==> src/rtl/ascon_pack.sv <==
// Shared ASCON-AEAD128 definitions: state type, widths, IV and round constants.
package ascon_pack;

  localparam int STATE_WORDS = 5;
  localparam int WORD_W      = 64;
  localparam int RATE_W      = 128;
  localparam int MAX_ROUNDS  = 16;

  typedef logic [WORD_W-1:0] type_state [0:STATE_WORDS-1];

  localparam logic [WORD_W-1:0] ASCON_AEAD128_IV = 64'h0000_1000_808c_0001;

  // Constant added to S2 in round i of a p[rnd] permutation; the table is
  // indexed from the end so that p[12] and p[8] share the same tail.
  function automatic logic [WORD_W-1:0] round_const(input int unsigned rnd, input int unsigned i);
    logic [7:0] c;
    unique case (MAX_ROUNDS - rnd + i)
      0:  c = 8'h3c;
      1:  c = 8'h2d;
      2:  c = 8'h1e;
      3:  c = 8'h0f;
      4:  c = 8'hf0;
      5:  c = 8'he1;
      6:  c = 8'hd2;
      7:  c = 8'hc3;
      8:  c = 8'hb4;
      9:  c = 8'ha5;
      10: c = 8'h96;
      11: c = 8'h87;
      12: c = 8'h78;
      13: c = 8'h69;
      14: c = 8'h5a;
      15: c = 8'h4b;
      default: c = 8'h00;
    endcase
    return {56'h0, c};
  endfunction

endpackage

==> src/rtl/xor_begin.sv <==
// Rate-absorption XOR stage: folds a 128-bit block into S0/S1 and registers
// the full state toward the permutation input mux.
module xor_begin
  import ascon_pack::*;
(
  input  logic              clock_i,
  input  logic              resetb_i,
  input  logic [RATE_W-1:0] data_i,
  input  logic              enable_xb_i,
  input  type_state         state_i,
  output type_state         output_mux_o
);

  type_state next_state;

  always_comb begin
    // NOTE: assign the whole result first so every path drives every word; no latch.
    next_state = state_i;
    if (enable_xb_i) begin
      next_state[0] = state_i[0] ^ data_i[WORD_W-1:0];
      next_state[1] = state_i[1] ^ data_i[RATE_W-1:WORD_W];
    end
  end

  // NOTE: non-blocking for the state register; reset clears it without waiting for a clock.
  always_ff @(posedge clock_i or negedge resetb_i) begin
    if (!resetb_i) begin
      output_mux_o <= '{default: '0};
    end else begin
      output_mux_o <= next_state;
    end
  end

endmodule

==> config.mk <==
export PLATFORM = sky130hd
export DESIGN_NAME = xor_begin
export DESIGN_NICKNAME = d
export VERILOG_FILES = /design/src/rtl/ascon_pack.sv /design/src/rtl/xor_begin.sv
export SDC_FILE = /design/constraint.sdc
export NUM_CORES = 1
export LEC_CHECK = 0
export BUFFER_PORTS_ARGS = -buffer_cell sky130_fd_sc_hd__buf_2
export CORE_AREA = 2 2 304 306
export CTS_BUF_LIST = sky130_fd_sc_hd__clkbuf_16
export CTS_CLUSTER_DIAMETER = 120
export DETAILED_ROUTE_END_ITERATION = 7
export DIE_AREA = 0 0 306 308
export GPL_TIMING_DRIVEN = 0
export SLEW_MARGIN = 30
export SYNTH_ARGS = -nofsm -noshare
export SYNTH_HDL_FRONTEND = slang
export SYNTH_SLANG_ARGS = --single-unit
==> constraint.sdc <==
create_clock -name clock_i -period 0.92 [get_ports clock_i]
set_clock_uncertainty 0.2 [all_clocks]
set_input_delay 0.092 -clock clock_i [delete_from_list [all_inputs] [get_ports clock_i]]
set_output_delay 0.092 -clock clock_i [all_outputs]
set_load 0.02 [all_outputs]
# Yosys cells after proc, flatten, opt, wreduce, memory -nomap -nowiden
# Index checks and enable logic that the tools add are counted.
# totals
regBits,320
input_bits,451
output_inout_bits,320
# op_classes
n_mux,1
n_bitwise,2
# op_table
cell,n
$mux 128,1
$xor 64x64->64,2

# Logic depth before layout (Yosys ltp)
# depth
word_depth,2
mapped_depth,4
ltp_nobuf,2

# Worst setup path before layout
# OpenSTA, ideal clock, no wires.
# synth_timing
path_type,input port to flip-flop
from,input port enable_xb_i
to,register output_mux_o[197] (netlist name)
setup_ps,122
arrival_time_ps,522
slack_ps,76
path_stages,4
path_buffers,2
cell_sequence,buf_6 buf_6 nand2_1 xnor2_1
# synth_lines
item,line_no,rtl
"start, declared",xor_begin.sv:9,"input logic enable_xb_i,"
"end signal, assigned",xor_begin.sv:30,output_mux_o <= next_state;
"end, declared",xor_begin.sv:11,output type_state output_mux_o

# Final worst setup path
# layout_timing
from,register output_mux_o[269] (netlist name)
to,output port output_mux_o[269] (netlist name)
# No word-level cell between the ends.

==> out/summary.md <==
Clock tree
* total clock sinks: 320
* CTS Root Cell: clkbuf_16
* clk slew on worst S/H paths: 60 ps
* Max Buffers Root-to-Sink: 3
* CTS HTree Levels: 2
* clock tree from TritonCTS: yes
* number of buffers created by CTS: 43

Detailed routing
* Iteration-0 DRC Markers: 442
* count of nets left with antenna violations after detail routing: 0
* drt total wl: 64930 um
* average detailed-routed wire length per instance: 20.94 um
* via count: 9843
* first drt pass iteration count: 4
* DRC: 0
* DR vias/cell: 3.175

Floorplanning
* effective utilization at floorplan: 10.73%
* die area: 94250 um2
* die width: 306 um
* Row Count: 111
* core region area: 90970 um2
* vertical die dimension: 308 um
* boundary pin count: 771

Critical path
* largest driver fanout on the critical path: 1
* worst path required time: 630 ps
* path length in cells of the critical path: 1
* startpoint type of the worst setup path: flip-flop
* cell type group with the largest total delay on the critical path: flip-flops
* critical path start-end classification: flip-flop to output pin
* Crit. Startpoint: output_mux_o[269]$_DFF_PN0_
* cells along the critical path: buf_6
* Critical Path End Type: output pin
* number of buffers and inverters on the critical path: 1
* slowest stage delay, CP: 430 ps
* cell type of the slowest stage on the worst timing path: dfrtp_1
* WP data arrival: 1190 ps

Hold path
* class of the most critical hold timing path: input port to asynchronous set/reset pin

Global route
* maximum number of pins on one net before global-route repair: 83
* number of antenna violations at the first check in global routing: 31
* Tot GR Track Use: 13.36%
* global-route wire length before repair: 86090 um
* total global routing overflow: 0
* number of global-route vias before repair: 11220

STA
* final clock period utilization by the worst path: 161.0%
* Final setup viols: 348
* Hold Violations, Final: 526
* hold_ws: -856.3 ps
* actual transition at the worst max-transition pin: 598.5 ps
* unrepaired setup endpoints after global routing: true
* final slew viol count: 0
* Relative slew margins: 59.97%
* max frequency: 0.6750 GHz
* final setup TNS: -163590 ps
* smallest setup slack after layout: -561.6 ps
* Min Clock Period, post-route: 1482 ps

Synth
* Simple-Gate Fraction of Synth Area: 4.921%
* mean post-synth cell area: 16.55 um2
* largest family of logic cells by synthesized area: XOR/XNOR gates
* sequential element share of the synthesized area: 82.02%
* summed instance area of the synthesized netlist: 9763 um2
* post-synthesis net count: 1041
* Yosys warning count: 0
* Synth Register Bits: 320
* portion of netlist area occupied by mux cells: 0%
* synthesized-area fraction occupied by adder cells: 0%
* xor and xnor fraction of the mapped netlist area: 11.48%
* synthesized instance count: 590
* Compound-Gate Fraction of Synth Area: 0%
* Cell variety after synth: 5

Placement
* count of buffers from port buffering: 769
* Setup Slack @ Placement: -848.7 ps
* Placer Congestion: 0.8643
* Post-DP Area: 15220 um2
* Placed Cells incl. Taps: 2549
* estimated wirelength of the detail-placed design: 49240 um

Final layout
* register with the highest flop count: output_mux_o
* most common library cell in the layout ignoring fill and taps: buf_2
* growth of design area from synthesis to finish: 137.5%
* Final Core Density: 25.49%
* post-route design area: 23190 um2
* final cell count without fillers: 3100
* leading cell types in the layout, fill and taps excluded: buf_2 (448), dlygate4sd3_1 (447), buf_6 (333), dfrtp_1 (319)
* net count reported at finish: 2309
* fraction of final layout cells sized beyond drive strength 1: 45.00%
* Largest regs: output_mux_o: 320 flops
* max FFs per register: 320

Run status
* failing checks: negative hold slack, negative setup slack
* run status: finished, violations left

Power
* static leakage: 10.75 nW
* Max IR drop VDD: 1.134 mV
* Pwr per Cell Area: 1717 nW/um2
* Tot Pwr: 39.82 mW

Job
* max capacitance violation total: 0

==> report_power, final <==
group	leakage (nW)	total [mW]	internal, mW	switching [mW]
clock network	0.681	16.1	9.14	6.93
registers	3.73	15.6	15.1	0.531
logic	6.34	8.12	4.35	3.77
total	10.7	39.8	28.6	11.2
==> worst paths after layout <==
kind / to
min in group clock_i: output_mux_o[210]$_DFF_PN0_
max in group asynchronous: output_mux_o[164]$_DFF_PN0_
worst min-delay path: output_mux_o[109]$_DFF_PN0_
worst max-delay path: output_mux_o[269]
==> cell type report <==
class,count,area [um2]
Tap cell,1186,1484
Buffer,14,153.9
Multi-Input combinational cell,256,1602
Fill cell,9355,67780
Timing Repair Buffer,1223,10540
Clock buffer,43,1076
Clock inverter,35,267.8
Antenna cell,23,57.56
Sequential cell,320,8009
==> what timing repair did <==
| item | in CTS | in global routing |
|---|---|---|
| gates cloned | 2 | 1 |
| hold buffers | 453 | 1 |
| buffers inserted | 0 | 0 |
| resized for setup | 642 | 0 |
| endpoints found under the setup margin | 398 | 393 |
| endpoints found under the hold margin | 562 | 553 |
==> cells in the mapped netlist <==
library cell | n | area share, %
xnor2_1 | 128 | 11
nand2_1 | 128 | 4.9
buf_4 | 1 | 0.077
dfrtp_1 | 320 | 82
buf_6 | 13 | 1.5
==> metal layers <==
metal | wire length [um] | vias up | GRT usage, % | part of all wire, %
li1 | - | 4368 | - | -
met1 | 25220 | 4761 | 15.04 | 39
met2 | 29930 | 583 | 21.42 | 46
met3 | 7583 | 121 | 7.105 | 12
met4 | 2122 | 10 | 4.789 | 3.3
met5 | 67 | - | 0 | 0.10
==> logic make-up (layout without fill, tap and decap cells) <==
family,count (synthesis),after routing
other,0,23
DFF,320,320
xor gates and xnor gates,128,128
buffers and inverters,14,1315
and+or+nand+nor,128,128
Note: power is estimated with default switching activity, not from simulation.
